--- src/rtl/ram_bist_pkg.sv ---
// ram_bist_pkg: shared state encoding, expected-data rule and read latency for the RAM BIST.
package ram_bist_pkg;

    typedef enum logic [2:0] {IDLE, WRITE, READ, DRAIN, DONE} state_t;

    localparam int RD_LAT = 1;

    // Wide result; callers size-cast to DATA_WIDTH, which gives the mod 2**DATA_WIDTH wrap.
    function automatic logic [63:0] exp_data(input logic p, input logic [63:0] a);
        return p ? ~(a + 64'd1) : a + 64'd1;
    endfunction

endpackage

--- src/rtl/ram_bist_ctrl_if.sv ---
// ram_bist_ctrl_if: RAM-side bus between the BIST controller (master) and dual_port_ram (slave).
interface ram_bist_ctrl_if #(
    parameter int ADDR_WIDTH = 4,
    parameter int DATA_WIDTH = 8
);
    logic                  wr_en;
    logic                  port_en_0;
    logic [ADDR_WIDTH-1:0] addr_in_0;
    logic [DATA_WIDTH-1:0] data_in;
    logic                  port_en_1;
    logic [ADDR_WIDTH-1:0] addr_in_1;
    logic [DATA_WIDTH-1:0] data_out_1;

    modport master (
        output wr_en, port_en_0, addr_in_0, data_in, port_en_1, addr_in_1,
        input  data_out_1
    );

    modport slave (
        input  wr_en, port_en_0, addr_in_0, data_in, port_en_1, addr_in_1,
        output data_out_1
    );
endinterface

--- src/rtl/ram_bist_checker.sv ---
// ram_bist_checker: one-deep read pipeline, data compare, error count and first-failure capture.
module ram_bist_checker #(
    parameter int ADDR_WIDTH = 4,
    parameter int DATA_WIDTH = 8
) (
    input  logic                  clk,
    input  logic                  rst_n,
    input  logic                  clear,
    input  logic                  valid,
    input  logic [ADDR_WIDTH-1:0] addr,
    input  logic [DATA_WIDTH-1:0] exp,
    input  logic                  pidx,
    input  logic [DATA_WIDTH-1:0] data_out_1,
    output logic [ADDR_WIDTH+1:0] err_count,
    output logic [ADDR_WIDTH-1:0] first_fail_addr,
    output logic                  first_fail_pass
);
    logic                  v_q;
    logic [ADDR_WIDTH-1:0] a_q;
    logic [DATA_WIDTH-1:0] e_q;
    logic                  p_q;

    always_ff @(posedge clk) begin
        if (!rst_n) begin
            v_q             <= 1'b0;
            a_q             <= '0;
            e_q             <= '0;
            p_q             <= 1'b0;
            err_count       <= '0;
            first_fail_addr <= '0;
            first_fail_pass <= 1'b0;
        end else begin
            v_q <= valid;
            a_q <= addr;
            e_q <= exp;
            p_q <= pidx;
            if (clear) begin
                err_count       <= '0;
                first_fail_addr <= '0;
                first_fail_pass <= 1'b0;
            end else if (v_q && data_out_1 != e_q) begin
                err_count <= err_count + 1'b1;
                if (err_count == '0) begin
                    first_fail_addr <= a_q;
                    first_fail_pass <= p_q;
                end
            end
        end
    end
endmodule

--- src/rtl/ram_bist_ctrl.sv ---
// ram_bist_ctrl: two-pass march BIST initiator for dual_port_ram (write addr+1, then its complement).
module ram_bist_ctrl
    import ram_bist_pkg::*;
#(
    parameter int ADDR_WIDTH = 4,
    parameter int DATA_WIDTH = 8
) (
    input  logic                  clk,
    input  logic                  rst_n,
    input  logic                  start,
    output logic                  busy,
    output logic                  done,
    output logic                  pass,
    output logic [ADDR_WIDTH+1:0] err_count,
    output logic [ADDR_WIDTH-1:0] first_fail_addr,
    output logic                  first_fail_pass,
    ram_bist_ctrl_if.master       ram
);
    state_t                state, state_nx;
    logic [ADDR_WIDTH-1:0] addr;
    logic                  pidx;
    logic                  pass_q;
    logic                  last;
    logic [DATA_WIDTH-1:0] exp;

    assign last = &addr;
    assign exp  = DATA_WIDTH'(exp_data(pidx, 64'(addr)));

    always_ff @(posedge clk) begin
        if (!rst_n) begin
            state  <= IDLE;
            addr   <= '0;
            pidx   <= 1'b0;
            pass_q <= 1'b0;
        end else begin
            state  <= state_nx;
            addr   <= (state == WRITE || state == READ) ? addr + 1'b1 : '0;
            pidx   <= (state == IDLE) ? 1'b0 : (state == DRAIN) ? 1'b1 : pidx;
            pass_q <= (state == IDLE && start) ? 1'b0 : (state == DONE) ? (err_count == '0) : pass_q;
        end
    end

    always_comb begin
        state_nx = state;
        unique case (state)
            IDLE:    state_nx = start ? WRITE : IDLE;
            WRITE:   state_nx = last ? READ : WRITE;
            READ:    state_nx = last ? DRAIN : READ;
            DRAIN:   state_nx = pidx ? DONE : WRITE;
            DONE:    state_nx = IDLE;
            default: state_nx = IDLE;
        endcase
        busy          = state != IDLE;
        done          = state == DONE;
        pass          = (state == DONE) ? (err_count == '0) : pass_q;
        ram.wr_en     = state == WRITE;
        ram.port_en_0 = state == WRITE;
        ram.addr_in_0 = (state == WRITE) ? addr : '0;
        ram.data_in   = (state == WRITE) ? exp : '0;
        ram.port_en_1 = state == READ;
        ram.addr_in_1 = (state == READ) ? addr : '0;
    end

    // The read issued in the last READ cycle is compared during DRAIN.
    ram_bist_checker #(.ADDR_WIDTH(ADDR_WIDTH), .DATA_WIDTH(DATA_WIDTH)) u_checker (
        .clk             (clk),
        .rst_n           (rst_n),
        .clear           (state == IDLE && start),
        .valid           (state == READ),
        .addr            (addr),
        .exp             (exp),
        .pidx            (pidx),
        .data_out_1      (ram.data_out_1),
        .err_count       (err_count),
        .first_fail_addr (first_fail_addr),
        .first_fail_pass (first_fail_pass)
    );
endmodule

--- src/flat_wrapper.sv ---
// flat-port wrapper written by rule: the top's interface ports become plain ports
module ram_bist_ctrl_flat import ram_bist_pkg::*;
#(
    parameter int ADDR_WIDTH = 4,
    parameter int DATA_WIDTH = 8
)
  (clk, rst_n, start, busy, done, pass, err_count, first_fail_addr, first_fail_pass, ram_wr_en, ram_port_en_0, ram_addr_in_0, ram_data_in, ram_port_en_1, ram_addr_in_1, ram_data_out_1);
  ram_bist_ctrl_if #(.ADDR_WIDTH(ADDR_WIDTH), .DATA_WIDTH(DATA_WIDTH)) ram_i ();
  input  logic clk;
  input  logic rst_n;
  input  logic start;
  output logic busy;
  output logic done;
  output logic pass;
  output logic [ADDR_WIDTH+1:0] err_count;
  output logic [ADDR_WIDTH-1:0] first_fail_addr;
  output logic first_fail_pass;
  output wire logic [$bits(ram_i.wr_en)-1:0] ram_wr_en;
  output wire logic [$bits(ram_i.port_en_0)-1:0] ram_port_en_0;
  output wire logic [$bits(ram_i.addr_in_0)-1:0] ram_addr_in_0;
  output wire logic [$bits(ram_i.data_in)-1:0] ram_data_in;
  output wire logic [$bits(ram_i.port_en_1)-1:0] ram_port_en_1;
  output wire logic [$bits(ram_i.addr_in_1)-1:0] ram_addr_in_1;
  input wire logic [$bits(ram_i.data_out_1)-1:0] ram_data_out_1;
  assign ram_wr_en = ram_i.wr_en;
  assign ram_port_en_0 = ram_i.port_en_0;
  assign ram_addr_in_0 = ram_i.addr_in_0;
  assign ram_data_in = ram_i.data_in;
  assign ram_port_en_1 = ram_i.port_en_1;
  assign ram_addr_in_1 = ram_i.addr_in_1;
  assign ram_i.data_out_1 = ram_data_out_1;
  ram_bist_ctrl #(.ADDR_WIDTH(ADDR_WIDTH), .DATA_WIDTH(DATA_WIDTH)) u_core (.clk(clk), .rst_n(rst_n), .start(start), .busy(busy), .done(done), .pass(pass), .err_count(err_count), .first_fail_addr(first_fail_addr), .first_fail_pass(first_fail_pass), .ram(ram_i));
endmodule
--- config.mk ---
export PLATFORM = sky130hd
export DESIGN_NAME = ram_bist_ctrl_flat
export DESIGN_NICKNAME = d
export VERILOG_FILES = /design/src/rtl/ram_bist_pkg.sv /design/src/rtl/ram_bist_ctrl_if.sv /design/src/rtl/ram_bist_checker.sv /design/src/rtl/ram_bist_ctrl.sv /design/src/flat_wrapper.sv
export SDC_FILE = /design/constraint.sdc
export NUM_CORES = 1
export LEC_CHECK = 0
export CORE_ASPECT_RATIO = 1.5
export CORE_UTILIZATION = 40
export CTS_CLUSTER_DIAMETER = 60
export CTS_CLUSTER_SIZE = 10
export DETAILED_ROUTE_END_ITERATION = 10
export PLACE_DENSITY = 0.79
export SLEW_MARGIN = 25
export SYNTH_ARGS = -nofsm -noshare
export SYNTH_HDL_FRONTEND = slang
export SYNTH_SLANG_ARGS = --single-unit
--- constraint.sdc ---
create_clock -name clk -period 1.8 [get_ports clk]
set_clock_uncertainty 0.2 [all_clocks]
set_input_delay 0.18 -clock clk [delete_from_list [all_inputs] [get_ports clk]]
set_output_delay 0.18 -clock clk [all_outputs]
set_load 0.02 [all_outputs]
* Yosys cells after proc, flatten, opt, wreduce, memory -nomap -nowiden *
Cells that the tools add are included.

storage, ports and cells
  bits in registers = 34
  output and inout bits = 33
  word-level logic and storage cells = 42

cells by class
  add/sub/neg operators = 3
  equal/unequal tests = 5
  multiplexer cells = 10
  bitwise gates (word level) = 2
  reduce and logical (&&, ||, !) cells = 11

operators with widths
  kind                 number
  $mux 8               2
  $pmux 3 s4           1
  $mux 4               2
  $ne 8x8->1           1
  $not 8->8            1
  $add 6x1->6 const B  1
  $eq 3x2->1 const B   2
  $logic_not 6->1      1
  $add 4x1->5 const B  1
  $add 4x1->4 const B  1
  $reduce_and 2->1     2
  $reduce_and 4->1     1
  $reduce_or 2->1      2
  $eq 3x1->1 const B   1
  $eq 3x3->1 const B   1
  $logic_not 3->1      1
  $mux 1               3
  $mux 3               1
  $reduce_bool 3->1    1
  $logic_and 1x1->1    2
  $mux 2               1
  $logic_or 1x1->1     1
  $not 1->1            1

* Logic depth before layout (Yosys ltp) *
  depth in word-level cells = 4
  gate-level depth with buffers = 6
  gate-level depth less buffers = 6

* By module *
Synthesis repeated with hierarchy kept, for this count alone.

unflattened totals
  cell total of the unflattened synthesis = 175
  area, all modules = 1620.3 µm²

modules (own cells, without submodules)
  module            times used  cells an instance  area each (µm²)  seq. area each (µm²)
  ram_bist_checker  1           98                 983.4            500.5
  ram_bist_ctrl     1           77                 636.9            180.2

* Least setup slack after synthesis *
OpenSTA, ideal clock, no wires.

  path type = flip-flop to flip-flop
  from = reg u_core.state[0]
  to = reg u_core.pass_q
  arrival time = 1.816 ns
  required time = 1.539 ns
  setup slack = -0.277 ns
  cell stages (with the launch flop) = 5
  path buffers = 1
  period minus slack after synthesis = 2.077 ns
  path through = dfxtp_1 clkbuf_1 nor3b_1 mux2i_1 and2_1

between the ends
  elaborated cells on any way between the ends = 5
  those cells by class = eq/ne: 1; mux: 1; reduce/logical: 3

RTL lines
  what                      RTL line             text
  start: declaration        ram_bist_ctrl.sv:19  state_t state, state_nx;
  start signal: assignment  ram_bist_ctrl.sv:36  state <= state_nx;
  $eq 3x3->1                n/a
  named net done            flat_wrapper.sv:13   output logic done;
  $mux 1                    n/a
  named net pass            flat_wrapper.sv:14   output logic pass;
  end signal: assignment    ram_bist_ctrl.sv:39  pass_q <= (state == IDLE && start) ? 1'b0 : (state == DONE) ? (err_count == '0) : pass_q;
  end: declaration          ram_bist_ctrl.sv:22  logic pass_q;

The timed path passes the listed nets, and every way through them passes these cells.
A chain may end at the register's enable or synchronous reset.

* Final worst setup path *
  from = reg u_core.u_checker.e_q[6]
  to = reg u_core.u_checker.err_count[5]

between the ends
  word-level cells in the longest chain between the ends = 2

ends and longest elaborated chain
  what                      RTL line                text
  start: declaration        ram_bist_checker.sv:20  logic [DATA_WIDTH-1:0] e_q;
  start signal: assignment  ram_bist_checker.sv:35  e_q <= exp;
  $ne 8x8->1                ram_bist_checker.sv:41  end else if (v_q && data_out_1 != e_q) begin
  $logic_and 1x1->1         ram_bist_checker.sv:41
  end signal: assignment    ram_bist_checker.sv:42  err_count <= err_count + 1'b1;
  end: declaration          ram_bist_checker.sv:14  output logic [ADDR_WIDTH+1:0] err_count,

Every way passes these cells.

==> impl_metrics.prom <==
# TYPE chip_impl_metric gauge
chip_impl_metric{name="post-dp-hpwl",unit="µm"} 2670
chip_impl_metric{name="routabilityCongestion",unit=""} 0.861
chip_impl_metric{name="boundaryPins",unit=""} 44
chip_impl_info{name="synth_commonest_cells",value="31 x dfxtp_1, 23 x nor2_1, 16 x and2_1"} 1
chip_impl_metric{name="finalCriticalPeriod",unit="ns"} 1.89
chip_impl_metric{name="synth.distinct_cells",unit=""} 33
chip_impl_metric{name="critical_path_arrival",unit="ns"} 1.91
chip_impl_metric{name="synth-warning-count",unit=""} 0
chip_impl_metric{name="postSynthCellCount",unit=""} 160
chip_impl_metric{name="cts_hold_repair.buffers",unit=""} 0
chip_impl_metric{name="clk_latency",unit="ns"} 0.28
chip_impl_metric{name="finalSetupViolCount",unit=""} 12
chip_impl_metric{name="detailedRoute.firstIterationViolations",unit=""} 24
chip_impl_metric{name="nets",unit=""} 264
chip_impl_metric{name="post_route_cells_drive_above_1_share",unit=""} 0.402
chip_impl_metric{name="grt_antenna_before_repair",unit=""} 0
chip_impl_info{name="setup_crit_end_kind",value="flip-flop"} 1
chip_impl_metric{name="synth.cell_area",unit="µm²"} 1420
chip_impl_metric{name="maxClockFrequency",unit="GHz"} 0.528
chip_impl_metric{name="design.core.area",unit="µm²"} 3380
chip_impl_metric{name="dpl_worst_slack",unit="ns"} -0.454
chip_impl_metric{name="critPathMaxFanout",unit=""} 5
chip_impl_metric{name="synth_edf_count",unit=""} 0
chip_impl_metric{name="cts_max_path_buffers",unit=""} 2
chip_impl_metric{name="synthSimpleGateAreaFrac",unit=""} 0.266
chip_impl_info{name="worstPathCellList",value="or4_4, a211oi_4, buf_6, a21oi_4, a21bo_1, a21oi_2"} 1
chip_impl_metric{name="first_pass_grt_wire_length",unit="µm"} 6350
chip_impl_metric{name="synth_nets",unit=""} 174
chip_impl_metric{name="p_leak",unit="nW"} 1.04
chip_impl_metric{name="number_of_global_route_vias_before_repair",unit=""} 1393
chip_impl_metric{name="multi_input_area",unit="µm²"} 862
chip_impl_metric{name="async_flop_share",unit=""} 0
chip_impl_metric{name="num_rows",unit=""} 26
chip_impl_metric{name="dieArea",unit="µm²"} 3790
chip_impl_info{name="cts_tree",value="yes"} 1
chip_impl_metric{name="grt_usage",unit=""} 0.232
chip_impl_metric{name="tightest_slew",unit="ns"} 0.427
chip_impl_metric{name="drt-total-wl",unit="µm"} 4130
chip_impl_metric{name="floorplan.die.width",unit="µm"} 50.6
chip_impl_info{name="postSynth.topFlopCell",value="dfxtp_1"} 1
chip_impl_metric{name="die_h",unit="µm"} 74.9
chip_impl_metric{name="nFillCells",unit=""} 262
chip_impl_info{name="crit_path_start",value="u_core.u_checker.e_q[6]"} 1
chip_impl_metric{name="detail_route.drc_violations",unit=""} 0
chip_impl_metric{name="worst_ir_drop_vdd",unit="V"} 0.000542
chip_impl_metric{name="timing.final.max_slew_violations",unit=""} 0
chip_impl_metric{name="clkSlewWorstSetupHoldPaths",unit="ns"} 0.06
chip_impl_metric{name="synthAdderAreaFrac",unit=""} 0.0265
chip_impl_metric{name="yosys.area_share.xor_xnor",unit=""} 0.104
chip_impl_metric{name="synthMuxAreaShare",unit=""} 0.0141
chip_impl_metric{name="largest_net_degree_at_the_start_of_global_routing",unit=""} 13
chip_impl_metric{name="antenna-diode-count",unit=""} 0
chip_impl_info{name="main_area_contributors_after_synthesis",value="dfxtp_1 44%, and2_1 7.1%, nor2_1 6.1%"} 1
chip_impl_metric{name="max_cap_viol_count",unit=""} 0
chip_impl_metric{name="worst_path_largest_cell_delay",unit="ns"} 0.52
chip_impl_metric{name="io_buffer_count",unit=""} 43
chip_impl_metric{name="final_min_period_over_clock_period",unit=""} 1.05
chip_impl_metric{name="finish.cell_count_without_fillers",unit=""} 291
chip_impl_info{name="yosys.cell_count.top_type",value="dfxtp_1"} 1
chip_impl_metric{name="regArea",unit="µm²"} 639
chip_impl_info{name="min_path_type",value="flip-flop to flip-flop"} 1
chip_impl_metric{name="layout-area-overhead-vs-synth",unit="%"} 66.7
chip_impl_info{name="reg2reg_from",value="u_core.u_checker.e_q[6]"} 1
chip_impl_metric{name="num_cts_buffers",unit=""} 5
chip_impl_metric{name="wire_per_inst",unit="µm"} 14.2
chip_impl_info{name="grt_setup_unrepaired",value="yes"} 1
chip_impl_metric{name="seq_area_frac_synth",unit=""} 0.438
chip_impl_info{name="run_status",value="finished, violations left"} 1
chip_impl_metric{name="antenna_violating_nets_post_route",unit=""} 0
chip_impl_metric{name="cts_htree_levels",unit=""} 2
chip_impl_metric{name="viasPerCell",unit=""} 5.01
chip_impl_metric{name="finalHoldViolCount",unit=""} 0
chip_impl_metric{name="drt_first_pass_iters",unit=""} 5
chip_impl_info{name="main_combinational_cell_family_by_area_after_synthesis",value="simple AND/OR/NAND/NOR gates"} 1
chip_impl_metric{name="maxSlewHeadroom",unit=""} 0.715
chip_impl_metric{name="synthesis.area_per_instance",unit="µm²"} 8.85
chip_impl_metric{name="sink_count",unit=""} 31
chip_impl_metric{name="fin_setup_tns",unit="ns"} -0.370
chip_impl_info{name="path_class",value="flip-flop to flip-flop"} 1
chip_impl_info{name="worstSetupStartpointType",value="flip-flop"} 1
chip_impl_metric{name="vias",unit=""} 1457
chip_impl_metric{name="synth_compound_gate_area_share",unit=""} 0.106
chip_impl_metric{name="placed_cells",unit=""} 272
chip_impl_metric{name="ys_ff_latch",unit=""} 31
chip_impl_metric{name="initial_utilization",unit=""} 0.419
chip_impl_metric{name="cp_data_required_time",unit="ns"} 1.81
chip_impl_info{name="timing.hold.worst.start",value="u_core.u_checker.first_fail_addr[2]"} 1
chip_impl_info{name="violations",value="negative setup slack"} 1
chip_impl_metric{name="gr-total-overflow",unit=""} 0
chip_impl_metric{name="p_per_area",unit="nW/µm²"} 568
chip_impl_info{name="synthDominantAreaCellType",value="dfxtp_1"} 1
chip_impl_info{name="critical_path.slowest_cell",value="or4_4"} 1
chip_impl_metric{name="worst_slack",unit="ns"} -0.0930
chip_impl_info{name="cts_root_buf",value="clkbuf_8"} 1
chip_impl_metric{name="yosys.area.top_type_share",unit=""} 0.438
==> cell type report <==
type | instances | share of cell area
Inverter | 8 | 0.0127
Multi-Input combinational cell | 115 | 0.365
Timing Repair Buffer | 89 | 0.298
Sequential cell | 31 | 0.271
Tap cell | 42 | 0.0223
Clock buffer | 6 | 0.0307
==> timing repair <==
| item | in CTS | in global routing |
|---|---|---|
| setup buffers | 10 | 4 |
| setup endpoints to repair | 33 | 25 |
| resized for setup | 99 | 22 |
| gates cloned | 0 | 0 |
| pin swaps | 10 | 15 |
==> critical path: cells and delay by family (launching register included) <==
kind / cells / cell delay, ns
AND/OR/NAND/NOR: 1 / 0.52
flip-flops: 1 / 0.33
AO/OA/AOI/OAI: 4 / 0.62
buffers and inverters: 1 / 0.16
==> kinds of logic after synthesis <==
family | Yosys count
adder cells (fa/ha/maj) | 3
flip-flops | 31
AO/OA/AOI/OAI | 22
buffers and inverters | 14
XOR/XNOR | 16
multiplexers | 2
AND/OR/NAND/NOR | 72
==> cells in the final DEF, fill, tap and decap left out, types with 3 or more instances in the layout <==
cell and n:
a21oi_1 7, and2_1 15, buf_2 11, buf_4 51
clkbuf_8 5, clkdlybuf4s50_1 19, dfxtp_1 24, dfxtp_2 3
dfxtp_4 4, inv_1 6, nand2_1 9, nand3_1 8
nand4_1 4, nor2_1 23, o21ai_1 6, xnor2_1 5
xor2_1 6, xor2_2 3
==> power by group <==
group          switching, mW  total (mW)  internal (mW)  leakage, nW
combinational         0.0763       0.147         0.0703        0.749
clock                  0.240       0.497          0.257       0.0371
sequential           0.00821       0.698          0.690        0.255
==> flip-flops by register name (all words and copies together) (netlist names) <==
name and cells:
u_core.addr 4, u_core.u_checker.e_q 6, u_core.pass_q 1, u_core.u_checker.a_q 4, u_core.state 3, u_core.pidx 1
u_core.u_checker.err_count 6, u_core.u_checker.v_q 1, u_core.u_checker.first_fail_pass 1, u_core.u_checker.first_fail_addr 4
==> metrics by stage <==
| step | hold WS [ns] | total power, mW | utilization | cell area (µm²) |
|---|---|---|---|---|
| after floorplan | 0.102 | 0.779 | - | 1430 |
| after global placement | 0.227 | 0.853 | 0.628 | 2120 |
| after detailed placement | 0.233 | 0.856 | 0.628 | 2120 |
| after CTS | 0.245 | 1.35 | 0.676 | 2290 |
| after global routing | 0.280 | 1.39 | 0.698 | 2360 |
| final | 0.254 | 1.34 | 0.698 | 2360 |
==> routing by layer <==
layer  wire (µm)  track usage  vias to the layer above
met4         120        0.117                        0
met5           0            0                        -
li1            -            -                      699
met2        2360        0.450                       56
met3         192       0.0566                       13
met1        1460        0.223                      689
==> path summary, 6_finish.rpt <==
kind / to / slack (ns) / cells past startpoint
worst max-delay path: u_core.u_checker.err_count[5] / -0.09 / 6
worst min-delay path: u_core.u_checker.first_fail_addr[2] / 0.25 / 2
worst max register to register: u_core.u_checker.err_count[5] / -0.09 / 6
worst min register to register: u_core.u_checker.first_fail_addr[2] / 0.25 / 2
Note: power is estimated with default switching activity, not from simulation.
